$ cat config.mk
export PLATFORM = sky130hd
export DESIGN_NAME = kernel_map_vec_pipe
export DESIGN_NICKNAME = d
export VERILOG_FILES = /design/src/rtl/kernel_map_vec_pipe.sv
export SDC_FILE = /design/constraint.sdc
export NUM_CORES = 1
export LEC_CHECK = 0
export ABC_CLOCK_PERIOD_IN_PS = 6350
export BUFFER_PORTS_ARGS = -buffer_cell sky130_fd_sc_hd__buf_2
export CORE_MARGIN = 2
export CORE_UTILIZATION = 40
export CTS_CLUSTER_DIAMETER = 150
export DETAILED_ROUTE_END_ITERATION = 7
export GPL_TIMING_DRIVEN = 0
export PLACE_DENSITY_LB_ADDON = 0.3
export RECOVER_POWER = 25
export SLEW_MARGIN = 25
export SYNTH_ARGS = -nofsm -noshare
export SYNTH_HDL_FRONTEND = slang
export SYNTH_SLANG_ARGS = --single-unit
$ cat constraint.sdc
create_clock -name clk -period 6.35 [get_ports clk]
set_input_delay 0.3175 -clock clk [delete_from_list [all_inputs] [get_ports clk]]
set_output_delay 0.3175 -clock clk [all_outputs]
set_load 0.02 [all_outputs]
$ cat src/rtl/kernel_map_vec_pipe.sv
// Vectorised elementwise binary map node: NLANES lanes, DEPTH-stage stall-correct valid/ready pipeline.
// Optional signed saturation for add/sub is enabled by defining KERNEL_MAP_VEC_SAT_EN.
module kernel_map_vec_pipe #(
    parameter int STREAMW = 32,
    parameter int NLANES  = 2,
    parameter int DEPTH   = 3,
    parameter int OP      = 0
) (
    input  logic                        clk,
    input  logic                        rst,
    input  logic                        ivalid,
    output logic                        iready,
    input  logic [NLANES*STREAMW-1:0]   in1_s0,
    input  logic [NLANES*STREAMW-1:0]   in2_s0,
    output logic                        ovalid,
    input  logic                        oready,
    output logic [NLANES*STREAMW-1:0]   out1_s0
);

    localparam int BUSW = NLANES * STREAMW;
    localparam int MSB  = STREAMW - 1;

    logic            en;
    logic [BUSW-1:0] result;
    logic [BUSW-1:0] data_reg [DEPTH];
    logic            valid_reg [DEPTH];

    // The whole pipeline moves only when the output stage can empty or is already a bubble.
    assign en     = oready | ~valid_reg[DEPTH-1];
    assign iready = en;
    assign ovalid = valid_reg[DEPTH-1];
    assign out1_s0 = data_reg[DEPTH-1];

    genvar gi;
    generate
        for (gi = 0; gi < NLANES; gi++) begin : g_lane
            logic [STREAMW-1:0] a;
            logic [STREAMW-1:0] b;
            logic [STREAMW-1:0] sum;
            logic [STREAMW-1:0] diff;
            logic [STREAMW-1:0] prod;
            logic [STREAMW-1:0] maxv;
            logic [STREAMW-1:0] add_res;
            logic [STREAMW-1:0] sub_res;
            logic [STREAMW-1:0] res;

            assign a    = in1_s0[gi*STREAMW +: STREAMW];
            assign b    = in2_s0[gi*STREAMW +: STREAMW];
            assign sum  = a + b;
            assign diff = a - b;
            assign prod = a * b;
            assign maxv = ($signed(a) > $signed(b)) ? a : b;

`ifdef KERNEL_MAP_VEC_SAT_EN
            localparam logic [STREAMW-1:0] SMAX = {1'b0, {(STREAMW-1){1'b1}}};
            localparam logic [STREAMW-1:0] SMIN = {1'b1, {(STREAMW-1){1'b0}}};
            logic add_ovf;
            logic sub_ovf;

            // Overflow: operand signs force a result sign that the wrapped value contradicts.
            assign add_ovf = (a[MSB] == b[MSB]) && (sum[MSB] != a[MSB]);
            assign sub_ovf = (a[MSB] != b[MSB]) && (diff[MSB] != a[MSB]);
            assign add_res = add_ovf ? (a[MSB] ? SMIN : SMAX) : sum;
            assign sub_res = sub_ovf ? (a[MSB] ? SMIN : SMAX) : diff;
`else
            assign add_res = sum;
            assign sub_res = diff;
`endif

            always_comb begin
                res = '0;
                case (OP)
                    0:       res = add_res;
                    1:       res = sub_res;
                    2:       res = prod;
                    3:       res = maxv;
                    default: res = '0;
                endcase
            end

            assign result[gi*STREAMW +: STREAMW] = res;
        end
    endgenerate

    // Data registers load on every advance; contents behind a cleared valid bit are don't-care.
    always_ff @(posedge clk) begin
        if (rst) begin
            for (int k = 0; k < DEPTH; k++) begin
                valid_reg[k] <= 1'b0;
                data_reg[k]  <= '0;
            end
        end else if (en) begin
            valid_reg[0] <= ivalid;
            data_reg[0]  <= result;
            for (int k = 1; k < DEPTH; k++) begin
                valid_reg[k] <= valid_reg[k-1];
                data_reg[k]  <= data_reg[k-1];
            end
        end
    end

endmodule

==> run summary, run 1 <==
met2 GRT Util -> 26.89%
max_slew headroom -> -42.37%
via count -> 7,657
critical path, cell by cell -> nand2b_1 > or2_0 > buf_12 > buf_16 > buf_12
Pleak -> 5.611 nW
Crit path arrival time -> 3.51 ns
largest stage delay on the critical path -> 1.58 ns
share of cells above drive strength 1 -> 21.00%
Final min period -> 3.383 ns
I/O pins -> 198
cell family with most CP delay -> simple AND/OR/NAND/NOR gates
period utilization -> 53.27%
largest net degree at the start of global routing -> 53
Setup WS pre-CTS -> 3.056 ns
outcome -> complete, but fails checks
RSZ-0062 raised after global routing -> no
cell repeated most along the worst path -> buf_12
Critical Path RT -> 6.48 ns
sequential share of the synthesized area -> 53.54%
final setup margin -> 2.967 ns
Final Core Density -> 48.22%
final hold violations -> 0
number of flip-flops under the largest register name -> 192
synthesized area per cell -> 11.25 um2
number of port buffers -> 197
Pwr Total -> 0.003287 W
commonest non-fill, non-tap cells in the layout -> 195 x edfxtp_1, 142 x and2_1, 131 x buf_2
Rows -> 60
vias in the first global route -> 7,266
final wirelength -> 24,420 um
CTS tree -> yes
buffer count from post-CTS setup fixing -> 0
Worst Path Buf+Inv -> 3
number of flops mapped to enable cells by yosys -> 195
global-route wire length before repair -> 38,030 um
Initial Util -> 40.69%
crit end category -> flip-flop
die area -> 0.02868 mm2
total negative slack -> 0 ns
nets -> 1,388
Placer Congestion -> 0.9414
drt via density -> 4.943
die height -> 169.4 um
Post-synth ARST share -> 0%
Setup Skew -> 0.009007 ns
Final ANT Viol Nets -> 0
clock sinks -> 195
1st-pass router iterations -> 4
fmax -> 295.6 MHz
post-synthesis net count -> 1,168
DRC -> 0
Slew Limit Fails -> 27
HPWL after DPL -> 19,020 um
distinct cell type count after synthesis -> 69
# setup viols final -> 0
total of max-cap violations -> 1
post-synthesis cell area -> 0.01094 mm2
Syn-to-layout area delta -> 18.50%
GR peak layer -> met2
hold buffers post-CTS -> 0
register bit count reported by yosys -> 195
GR met1 Demand/Resource -> 23.65%
post-CTS sizing -> 0
failing checks -> max-capacitance violations, max-slew violations
slew of the pin with the lowest slew margin -> 2.136 ns
PD cells -> 253.6 mW/mm2
routing usage on met3 -> 4.384%
Clock Latency Late Sink -> 0.43 ns
total track usage -> 17.25%
Critical Setup Path Class -> reg -> reg
ys flop type -> edfxtp_1
critical path's slowest cell -> or2_0
fill cell count -> 2,545
CTS Root Cell -> clkbuf_16
VDD IR max -> 0.1718 mV
die width -> 169.4 um
initial antenna violation count -> 5
crit-path max FO -> 49
final hold slack -> 0.1629 ns
Cells after Synth -> 972
deepest clock path buffer count -> 2
H-tree depth -> 4
CTS Buf Count -> 17
commonest non-fill, non-tap cell in the layout -> edfxtp_1
crit start category -> flip-flop
Hold/Removal Path Class -> in -> reg
Routed wire per std cell -> 15.76 um
initial drt markers -> 443
Core Area -> 0.02688 mm2
total congestion overflow -> 0
Worst-path clk slew -> 0.08 ns
synth warn -> 0
[per-stage QoR]
| step | cells | cell area (um2) |
|---|---|---|
| finish | 1549 | 12960 |
| global route | 1547 | 12950 |
| CTS | 1546 | 13040 |
| detailed placement | 1514 | 12450 |
| global placement | 1510 | 12350 |
| floorplan | 972 | 10940 |
[cell type report]
class	instances	area, um2	share of cell area, %
Buffer	100	630.6	4.866
Timing Repair Buffer	201	998.5	7.704
Tap cell	341	426.7	3.292
Sequential cell	195	5856	45.18
Inverter	16	60.06	0.4634
Multi-Input combinational cell	661	4390	33.88
Antenna cell	3	7.507	0.05793
Clock buffer	18	429.2	3.311
Clock inverter	14	161.4	1.245
[worst reg2reg max path: stages (launching register included)]
cell,delay [ns]
edfxtp_1,0.45
nand2b_1,0.19
or2_0,1.58
buf_12,0.31
buf_16,0.29
buf_12,0.25
[power by group]
part,internal (W),switching (W)
clock,0.000530,0.000529
combinational,0.000267,0.000370
sequential,0.00156,0.0000277
total,0.00236,0.000927
[cell usage after synthesis, drive strengths merged, types with 5 or more instances]
library cell    n  share of area (%)
a21o           13               0.90
edfxtp        195                 54
a31oi          10               0.57
a211o           6               0.48
ha             62                7.1
and3           10               0.62
o31ai           5               0.34
xor2           22                1.8
nand3          14               0.64
o211ai         10               0.73
nor4            5               0.29
and2          142                8.1
clkbuf         34                1.3
nand2          67                2.3
nor3           12               0.55
o21ai          31                1.4
a21oi          77                3.6
buf            66                4.5
nand2b          5               0.29
inv            16               0.55
nor2           72                2.5
nand4           7               0.40
xnor2          25                2.0
nor2b           5               0.29
o21bai         10               0.69
[cells by family after synthesis]
| kind of cell | count (synthesis) | share of synthesized area, % |
|---|---|---|
| muxes | 4 | 0.3661 |
| adders and majority gates | 64 | 7.459 |
| AOI/OAI and AO/OA | 191 | 11.41 |
| DFF | 195 | 53.54 |
| and+or+nand+nor | 355 | 17.15 |
| xor gates and xnor gates | 47 | 3.764 |
| buffers and inverters | 116 | 6.315 |
[worst paths after layout]
kind | end | cells after the start | slack [ns] | start
setup / recovery | data_reg[0][110] | 5 | 2.97 | valid_reg[0][2]
hold / removal | valid_reg[0][0] | 2 | 0.16 | ivalid
setup reg to reg | data_reg[0][110] | 5 | 2.97 | valid_reg[0][2]
hold reg to reg | data_reg[0][114] | 1 | 0.51 | data_reg[0][50]
[routing by layer]
layer / up-vias / share of wire [%]
li1: 3890 / -
met1: 3514 / 46
met2: 223 / 46
met3: 28 / 6.5
met4: 2 / 1.8
met5: - / 0.049
(Power assumes the default switching activity.)
==> run 2: changes to the inputs <==
ABC_CLOCK_PERIOD_IN_PS = 3140   (was 6350)
clock period = 3.14 ns   (was 6.35 ns; I/O delays follow)
==> run summary, run 2 (synthesized netlist as in run 1, its figures left out) <==
DRC -> 0
clock sinks -> 195
Pleak -> 5.631 nW
fill cell count -> 2,499
worst reg2reg path depth -> 3
Hold/Removal Path Class -> in -> reg
largest net degree at the start of global routing -> 54
VDD IR max -> 0.3261 mV
fmax -> 352.3 MHz
commonest non-fill, non-tap cells in the layout -> 195 x edfxtp_1, 142 x and2_1, 131 x buf_2
RSZ-0062 raised after global routing -> no
largest stage delay on the critical path -> 0.50 ns
via count -> 7,736
global-route wire length before repair -> 38,920 um
Core Area -> 0.02688 mm2
GR met1 Demand/Resource -> 24.29%
Reg power frac -> 47.1%
worst r2r src -> valid_reg[0][2]
Critical Path RT -> 3.35 ns
vias in the first global route -> 7,377
R2R Path End -> data_reg[0][14]
CTS Root Cell -> clkbuf_16
CTS Buf Count -> 17
Placer Congestion -> 0.9518
nets -> 1,389
Sw Share -> 27.86%
Comb power frac -> 19.0%
total of max-cap violations -> 1
Routed wire per std cell -> 16.01 um
CP Depth -> 11
crit end category -> flip-flop
slew of the pin with the lowest slew margin -> 1.733 ns
initial antenna violation count -> 5
Final min period -> 2.839 ns
failing checks -> max-capacitance violations, max-slew violations
Final Core Density -> 48.38%
GR peak layer -> met2
die area -> 0.02868 mm2
share of cells above drive strength 1 -> 21.06%
critical path, cell by cell -> buf_2 > ha_1 > fa_1 > a21oi_1 > o21ai_0 > a21oi_1 > o211ai_2 > a31oi_1 > nor4_1 > o21ai_0 > nor3b_1
commonest non-fill, non-tap cell in the layout -> edfxtp_1
final hold slack -> 0.1107 ns
number of flip-flops under the largest register name -> 192
Worst-path clk slew -> 0.08 ns
cell family with most CP delay -> compound AO/OA/AOI/OAI gates
CP Capture Point -> data_reg[0][30]
Switch Pwr -> 0.001904 W
Worst Path Buf+Inv -> 1
critical path's slowest cell -> a21oi_1
max_slew headroom -> -15.53%
Final ANT Viol Nets -> 0
HPWL after DPL -> 18,960 um
internal power -> 0.004930 W
power share of the clock group -> 33.9%
total track usage -> 17.66%
crit start category -> input port
final wirelength -> 24,820 um
CTS tree -> yes
reg-to-reg slack, setup -> 0.47 ns
outcome -> complete, but fails checks
Initial Util -> 40.69%
number of port buffers -> 197
Pwr Total -> 0.006834 W
Slew Limit Fails -> 34
Critical Setup Path Class -> in -> reg
crit-path max FO -> 4
initial drt markers -> 460
PD cells -> 525.5 mW/mm2
crit path launch -> in1_s0[0]
Syn-to-layout area delta -> 18.90%
routing usage on met3 -> 4.384%
met2 GRT Util -> 26.65%
deepest clock path buffer count -> 2
Clock Latency Late Sink -> 0.44 ns
1st-pass router iterations -> 4
# setup viols final -> 0
drt via density -> 4.991
Crit path arrival time -> 3.05 ns
die width -> 169.4 um
die height -> 169.4 um
Setup Skew -> 0.02206 ns
period utilization -> 90.40%
H-tree depth -> 4
total congestion overflow -> 0
final hold violations -> 0
hold path startpoint -> in2_s0[0]
I/O pins -> 198
Rows -> 60
[run 2: power by group through the flow]
stage / Sequential [W] / Combinational [W] / Clock, W
CTS: 0.00322 / 0.00131 / 0.00237
global placement: 0.00328 / 0.00129 / 0
global route: 0.00325 / 0.00144 / 0.00248
finish: 0.00322 / 0.00130 / 0.00232
detailed placement: 0.00328 / 0.00130 / 0
floorplan: 0.00326 / 0.000910 / 0
[run 2: metal layers]
metal | vias up | routed length, um | share of wire, %
li1 | 3895 | - | -
met1 | 3564 | 11410 | 46
met2 | 238 | 11030 | 44
met3 | 37 | 1641 | 6.6
met4 | 2 | 725 | 2.9
met5 | - | 12 | 0.048
[run 2: worst min-delay path by stage]
stage	to	slack (ns)	cells past startpoint
detailed placement	valid_reg[0][0]	0.45	2
global route	data_reg[0][0]	0.13	3
floorplan	valid_reg[0][0]	0.36	1
finish	data_reg[0][0]	0.11	3
global placement	valid_reg[0][0]	0.45	2
CTS	data_reg[0][0]	0.11	3
[run 2: timing repair]
item / in CTS / in global routing
hold endpoints to repair: 1 / 0
hold buffers: 1 / 0
resized for setup: 0 / 0
buffers inserted: 0 / 0
[run 2: stage by stage]
step	setup TNS [ns]	setup slack [ns]	cell area (um2)	cells
floorplan	0	0.4691	10940	972
global placement	-0.02639	-0.02639	12350	1510
detailed placement	-0.008304	-0.008304	12450	1514
CTS	0	0.4283	13100	1547
global route	0	0.1752	13000	1549
finish	0	0.3013	13000	1550
[run 2: layout make-up]
cell class	count	area, um2	share of cell area, %
multi-input cells	661	4393	33.78
repair buffers	202	992.2	7.630
clock buffers	17	425.4	3.271
clock inverters	15	212.7	1.636
inverters	16	60.06	0.4619
plain buffers	100	630.6	4.849
diodes	3	7.507	0.05773
flip-flops and latches	195	5856	45.03
well taps	341	426.7	3.281
[run 2: worst register-to-register path, delay by kind of cell, from the launching register on]
kind / cells / cell delay, ns
buffers and inverters: 1 / 1.29
AND/OR/NAND/NOR: 2 / 0.53
flip-flops: 1 / 0.43
